### src/rtl/residual_seq.sv
// Macroblock residual sequencer: walks the H.264 residual block order of one MB,
// launches every coded block and reports each luma/chroma-AC slot's TotalCoeff.
module residual_seq (
  input  logic       clk,
  input  logic       rst_n,
  input  logic       ena,
  input  logic       mb_start,
  input  logic       mb_is_i16,
  input  logic [3:0] cbp_luma,
  input  logic [1:0] cbp_chroma,
  input  logic       residual_valid,
  input  logic [4:0] TotalCoeff,
  output logic       residual_start,
  output logic [3:0] residual_state,
  output logic [3:0] luma4x4BlkIdx_residual,
  output logic [1:0] chroma4x4BlkIdx_residual,
  output logic [4:0] max_coeff_num,
  output logic       start_of_MB,
  output logic       blk_done,
  output logic       blk_coded,
  output logic [4:0] blk_total_coeff,
  output logic       mb_done,
  output logic       busy
);

  localparam logic [2:0] FsmIdle  = 3'd0;
  localparam logic [2:0] FsmSel   = 3'd1;
  localparam logic [2:0] FsmIssue = 3'd2;
  localparam logic [2:0] FsmWait  = 3'd3;
  localparam logic [2:0] FsmDone  = 3'd4;

  localparam logic [3:0] StI16Dc  = 4'd0;
  localparam logic [3:0] StI16Ac  = 4'd1;
  localparam logic [3:0] StLuma   = 4'd2;
  localparam logic [3:0] StCbDc   = 4'd3;
  localparam logic [3:0] StCrDc   = 4'd4;
  localparam logic [3:0] StCbAc   = 4'd5;
  localparam logic [3:0] StCrAc   = 4'd6;
  localparam logic [3:0] StIdle   = 4'd15;

  logic [2:0] fsm_q, fsm_d;
  logic [3:0] slotState_q, slotState_d;
  logic [3:0] slotIdx_q, slotIdx_d;
  logic [3:0] cbpLuma_q, cbpLuma_d;
  logic [1:0] cbpChroma_q, cbpChroma_d;
  logic       resStart_q, resStart_d;
  logic       som_q, som_d;
  logic       blkDone_q, blkDone_d;
  logic       blkCoded_q, blkCoded_d;
  logic [4:0] blkTotal_q, blkTotal_d;
  logic       mbDone_q, mbDone_d;

  logic       slotCoded;
  logic       slotIsDc;
  logic       slotLast;
  logic [3:0] advState;
  logic [3:0] advIdx;

  // Per-slot decode: coded flag, DC-ness and the successor slot in residual order.
  always_comb begin
    slotCoded = 1'b0;
    slotIsDc  = 1'b0;
    slotLast  = 1'b0;
    advState  = slotState_q;
    advIdx    = slotIdx_q + 4'd1;
    case (slotState_q)
      StI16Dc: begin
        slotCoded = 1'b1;
        slotIsDc  = 1'b1;
        advState  = StI16Ac;
        advIdx    = 4'd0;
      end
      StI16Ac, StLuma: begin
        slotCoded = (slotState_q == StI16Ac) ? (cbpLuma_q == 4'hF)
                                             : cbpLuma_q[slotIdx_q[3:2]];
        if (slotIdx_q == 4'd15) begin
          advState = StCbDc;
          advIdx   = 4'd0;
        end
      end
      StCbDc, StCrDc: begin
        slotCoded = |cbpChroma_q;
        slotIsDc  = 1'b1;
        advState  = (slotState_q == StCbDc) ? StCrDc : StCbAc;
        advIdx    = 4'd0;
      end
      StCbAc: begin
        slotCoded = cbpChroma_q[1];
        if (slotIdx_q == 4'd3) begin
          advState = StCrAc;
          advIdx   = 4'd0;
        end
      end
      StCrAc: begin
        slotCoded = cbpChroma_q[1];
        if (slotIdx_q == 4'd3) begin
          slotLast = 1'b1;
          advIdx   = slotIdx_q;
        end
      end
      default: begin
        slotLast = 1'b1;
        advIdx   = slotIdx_q;
      end
    endcase
  end

  // Sequencer: pulses default low; skipped DC slots produce no report.
  always_comb begin
    fsm_d       = fsm_q;
    slotState_d = slotState_q;
    slotIdx_d   = slotIdx_q;
    cbpLuma_d   = cbpLuma_q;
    cbpChroma_d = cbpChroma_q;
    resStart_d  = 1'b0;
    som_d       = 1'b0;
    blkDone_d   = 1'b0;
    blkCoded_d  = 1'b0;
    blkTotal_d  = 5'd0;
    mbDone_d    = 1'b0;
    case (fsm_q)
      FsmIdle: begin
        if (mb_start) begin
          fsm_d       = FsmSel;
          som_d       = 1'b1;
          cbpLuma_d   = cbp_luma;
          cbpChroma_d = cbp_chroma;
          slotState_d = mb_is_i16 ? StI16Dc : StLuma;
          slotIdx_d   = 4'd0;
        end
      end
      FsmSel: begin
        if (slotCoded) begin
          fsm_d      = FsmIssue;
          resStart_d = 1'b1;
        end else begin
          blkDone_d   = !slotIsDc;
          slotState_d = advState;
          slotIdx_d   = advIdx;
          fsm_d       = slotLast ? FsmDone : FsmSel;
        end
      end
      FsmIssue: fsm_d = FsmWait;
      FsmWait: begin
        if (residual_valid) begin
          blkDone_d   = !slotIsDc;
          blkCoded_d  = !slotIsDc;
          blkTotal_d  = slotIsDc ? 5'd0 : TotalCoeff;
          slotState_d = advState;
          slotIdx_d   = advIdx;
          fsm_d       = slotLast ? FsmDone : FsmSel;
        end
      end
      FsmDone: begin
        mbDone_d = 1'b1;
        fsm_d    = FsmIdle;
      end
      default: fsm_d = FsmIdle;
    endcase
  end

  // With ena low every register, pulses included, keeps its value.
  always_ff @(posedge clk or negedge rst_n) begin
    if (!rst_n) begin
      fsm_q       <= FsmIdle;
      slotState_q <= StIdle;
      slotIdx_q   <= 4'd0;
      cbpLuma_q   <= 4'd0;
      cbpChroma_q <= 2'd0;
      resStart_q  <= 1'b0;
      som_q       <= 1'b0;
      blkDone_q   <= 1'b0;
      blkCoded_q  <= 1'b0;
      blkTotal_q  <= 5'd0;
      mbDone_q    <= 1'b0;
    end else if (ena) begin
      fsm_q       <= fsm_d;
      slotState_q <= slotState_d;
      slotIdx_q   <= slotIdx_d;
      cbpLuma_q   <= cbpLuma_d;
      cbpChroma_q <= cbpChroma_d;
      resStart_q  <= resStart_d;
      som_q       <= som_d;
      blkDone_q   <= blkDone_d;
      blkCoded_q  <= blkCoded_d;
      blkTotal_q  <= blkTotal_d;
      mbDone_q    <= mbDone_d;
    end
  end

  assign residual_state = (fsm_q == FsmIdle) ? StIdle : slotState_q;

  always_comb begin
    case (residual_state)
      StI16Dc, StLuma:         max_coeff_num = 5'd16;
      StI16Ac, StCbAc, StCrAc: max_coeff_num = 5'd15;
      StCbDc, StCrDc:          max_coeff_num = 5'd4;
      default:                 max_coeff_num = 5'd0;
    endcase
  end

  assign luma4x4BlkIdx_residual   = (residual_state == StI16Ac || residual_state == StLuma)
                                    ? slotIdx_q : 4'd0;
  assign chroma4x4BlkIdx_residual = (residual_state == StCbAc || residual_state == StCrAc)
                                    ? slotIdx_q[1:0] : 2'd0;

  assign residual_start  = resStart_q;
  assign start_of_MB     = som_q;
  assign blk_done        = blkDone_q;
  assign blk_coded       = blkCoded_q;
  assign blk_total_coeff = blkTotal_q;
  assign mb_done         = mbDone_q;
  // mb_done lands in the first IDLE cycle, so busy is stretched over it.
  assign busy            = (fsm_q != FsmIdle) | mbDone_q;

endmodule

### config.mk
export PLATFORM = sky130hd
export DESIGN_NAME = residual_seq
export DESIGN_NICKNAME = d
export VERILOG_FILES = /design/src/rtl/residual_seq.sv
export SDC_FILE = /design/constraint.sdc
export NUM_CORES = 1
export LEC_CHECK = 0
export CAP_MARGIN = 30
export CORE_MARGIN = 1
export CORE_UTILIZATION = 44
export DETAILED_ROUTE_END_ITERATION = 7
export HOLD_SLACK_MARGIN = 0.1
export PLACE_DENSITY = 0.76
export SETUP_SLACK_MARGIN = 0.1
export SLEW_MARGIN = 20
export SYNTH_ARGS = -nofsm -noshare
export SYNTH_HDL_FRONTEND = slang
export SYNTH_SLANG_ARGS = --single-unit
### constraint.sdc
create_clock -name clk -period 2.15 [get_ports clk]
set_input_delay 0.645 -clock clk [delete_from_list [all_inputs] [get_ports clk]]
set_output_delay 0.645 -clock clk [all_outputs]
set_load 0.05 [all_outputs]
==> flow_summary.json <==
{
  "outcome": "finished, violations left",
  "violations": "negative setup slack",
  "crit_path_end_kind": "output pin",
  "cts_max_path_buffers": 2,
  "synth_fp_nets": 199,
  "fin_worst_skew_ns": 0.0117,
  "drt-initial-drc-count": 145,
  "fin_cells": 301,
  "yosysTopAreaCell": "dfrtp_1",
  "critical_path_peak_fanout": 4,
  "fp.coreArea_um2": 3690,
  "hold_class": "flop to flop",
  "critPathRequiredTime_ns": 1.50,
  "cpPeakStageDelay_ns": 0.58,
  "switching_share": 0.464,
  "synth_edf_count": 0,
  "cp_slowest_cell": "dfstp_2",
  "synth_adder_area_share": 0.00732,
  "fin_nets": 272,
  "grt_pass1_vias": 1715,
  "internal_power_uw": 2600,
  "ctsRootBufferMaster": "clkbuf_8",
  "drive_gt1_frac": 0.502,
  "synth_xor_area_frac": 0.0154,
  "routedWlPerCell_um": 17.9,
  "maxUsedRoutingLayer": "met4",
  "place_area_um2": 2470,
  "placementRows": 22,
  "post-dp-hpwl_mm": 3.44,
  "leakage_uw": 0.00124,
  "tightest_slew_ns": 0.543,
  "net-switching-power_uw": 2250,
  "synth_compound_area_frac": 0.215,
  "crit_type": "flop to output pin",
  "arrival_ns": 1.69,
  "drt-total-wl_mm": 5.38,
  "fmax_ghz": 0.429,
  "synth_common_cells": "dfrtp_1 (23), nor2_1 (15), nand2_1 (13), a21oi_1 (9)",
  "ys_seq_area_frac": 0.398,
  "rsz0062_at_grt": "true",
  "setup_slack_ns": -0.182,
  "wl_met2_mm": 2.82,
  "diodes": 0,
  "drc": 0,
  "finalMaxSlewViolations": 0,
  "area_growth_syn_to_layout_pct": 63.3,
  "drt-met1-wl_mm": 2.09,
  "start_util": 0.463,
  "clkPwrFrac": 0.061,
  "totalPowerFinal_uw": 4850,
  "cts_tree": "yes",
  "cts-buffers-inserted": 3,
  "drv_cap": 0,
  "viasPerCell": 5.86,
  "dr_wl_met3_um": 359,
  "sequentialPowerShare": 0.171,
  "p_per_area_nw_per_um2": 1740,
  "syn_avg_cell_area_um2": 9.44,
  "io_pins": 43,
  "vdd_drop_max_uv": 767,
  "postRouteAntennaNets": 0,
  "vias": 1765,
  "synth_seq_cells": 27,
  "port_buffers": 42,
  "cp_cell_sequence": "or2b_4 > buf_6 > a21oi_4 > buf_12",
  "synth_ff_type": "dfrtp_1",
  "muxShareOfSynthArea": 0.0652,
  "place_inst": 281,
  "cts_hold_buf": 0,
  "synthArstFlopShare": 1.00,
  "grt_overflow": 0,
  "die_area_um2": 4140,
  "cts.sinks": 27,
  "clk_pin_slew_worst_paths_ns": 0.10,
  "worstSetupStartpointType": "flop",
  "clk_latency_ns": 0.28,
  "whs_path_depth": 1,
  "combPwrFrac": 0.768,
  "gp_congestion": 0.883,
  "die_x_um": 64.3,
  "ys_warn_count": 0,
  "synth_simple_gate_area_frac": 0.214,
  "synthTopCellsByArea": "dfrtp_1 (34%), dfstp_2 (6.1%), mux2_2 (4.6%)",
  "finalSetupViolCount": 17,
  "netlist_area_um2": 1710,
  "netlist_instances": 181,
  "grt_max_degree": 28,
  "die_y_um": 64.3,
  "fin_crit_ns": 2.33,
  "synth_most_common_cell": "dfrtp_1",
  "relSlewSlack": 0.636,
  "worstRegToRegCells": 6,
  "finalInstanceArea_um2": 2790,
  "firstDrtPassIters": 4,
  "htreeDepth": 1,
  "ys_types": 55,
  "grt_pass1_wl_mm": 8.05,
  "synth_top_family_by_area": "compound AO/OA/AOI/OAI gates",
  "grt_usage": 0.253,
  "synth_top_area_frac": 0.337,
  "hold_viol": 0,
  "period_share": 1.08,
  "antenna_found_initial": 0
}
worst max-delay path: cells and delay by family, from the launching register on:
kind / cells / cell delay (ns)
compound gates: 1 / 0.25
buf+inv: 2 / 0.30
flops: 1 / 0.58
simple gates: 1 / 0.28
power by group through the flow:
stage,Sequential (µW),Combinational (µW),Clock [µW]
after floorplan,917,1950,0
after global placement,838,2940,0
after detailed placement,853,3020,0
after CTS,827,3250,290
after global routing,853,3930,320
final,829,3730,297
final timing paths:
| check | startpoint | to | slack, ns |
|---|---|---|---|
| worst max register to register | slotState_q[0] | slotState_q[1] | -0.15 |
| min in group asynchronous | rst_n | blk_total_coeff[0] | 0.73 |
| worst max-delay path | slotState_q[0] | max_coeff_num[3] | -0.18 |
| max in group asynchronous | rst_n | slotState_q[2] | 1.10 |
| worst min-delay path | blk_coded | blk_coded | 0.49 |
| worst min register to register | blk_coded | blk_coded | 0.49 |
timing repair:
item | 4_1_cts | 5_1_grt
endpoints found under the hold margin | 0 | 0
setup endpoints to repair | 19 | 27
buffers inserted | 9 | 7
pin swaps | 9 | 9
gates resized for setup | 17 | 27
placed cells by master (no fill, tap or decap), types with 3 or more instances in the layout:
cell	Yosys	final
nor2_1	15	13
nand2_1	13	10
and2_4	0	3
dfstp_2	4	4
nor3_4	0	4
a21o_1	3	3
clkdlybuf4s50_1	0	16
a21oi_1	9	7
buf_6	0	9
buf_4	2	40
a22o_1	5	5
buf_12	0	15
clkbuf_8	5	3
o21ai_0	7	5
o21ai_2	0	4
nor3_1	7	3
inv_1	7	7
dfrtp_1	23	22
mux2_2	7	6
or2_4	1	4
a31oi_1	3	3
cells by family after synthesis:
family                   Yosys count
AND/OR/NAND/NOR                   66
AO/OA/AOI/OAI                     52
flip-flops                        27
buffers and inverters             23
multiplexers                       9
XOR/XNOR                           3
adder cells (fa/ha/maj)            1
routing by layer:
metal | GRT usage | up-vias
met5 | 0 | -
met4 | 0.0889 | 0
met3 | 0.0393 | 14
met2 | 0.457 | 90
met1 | 0.301 | 861
li1 | - | 800
through the flow:
step	utilization	setup TNS [ns]	setup slack, ns	hold WS (ns)
after floorplan	-	-0.0334	-0.0167	0.349
after CTS	0.713	-1.60	-0.157	0.494
after detailed placement	0.671	-0.512	-0.124	0.473
final	0.756	-1.77	-0.182	0.487
after global routing	0.756	-3.47	-0.260	0.504
after global placement	0.671	-0.0979	-0.0727	0.470
sequential cells by signal, summed over array words and instances (netlist names):
| name | count |
|---|---|
| blk_coded | 1 |
| blk_done | 1 |
| blk_total_coeff | 5 |
| cbpChroma_q | 2 |
| cbpLuma_q | 4 |
| fsm_q | 3 |
| mb_done | 1 |
| residual_start | 1 |
| slotIdx_q | 4 |
| slotState_q | 4 |
| start_of_MB | 1 |
cell type report:
| type | instances | area, µm² |
|---|---|---|
| inverters | 8 | 31.3 |
| clock buffers | 4 | 45.0 |
| multi-input cells | 131 | 1080 |
| repair buffers | 83 | 895 |
| well taps | 48 | 60.1 |
| fillers | 238 | 898 |
| flip-flops and latches | 27 | 682 |
Note: power is estimated with default switching activity, not from simulation.
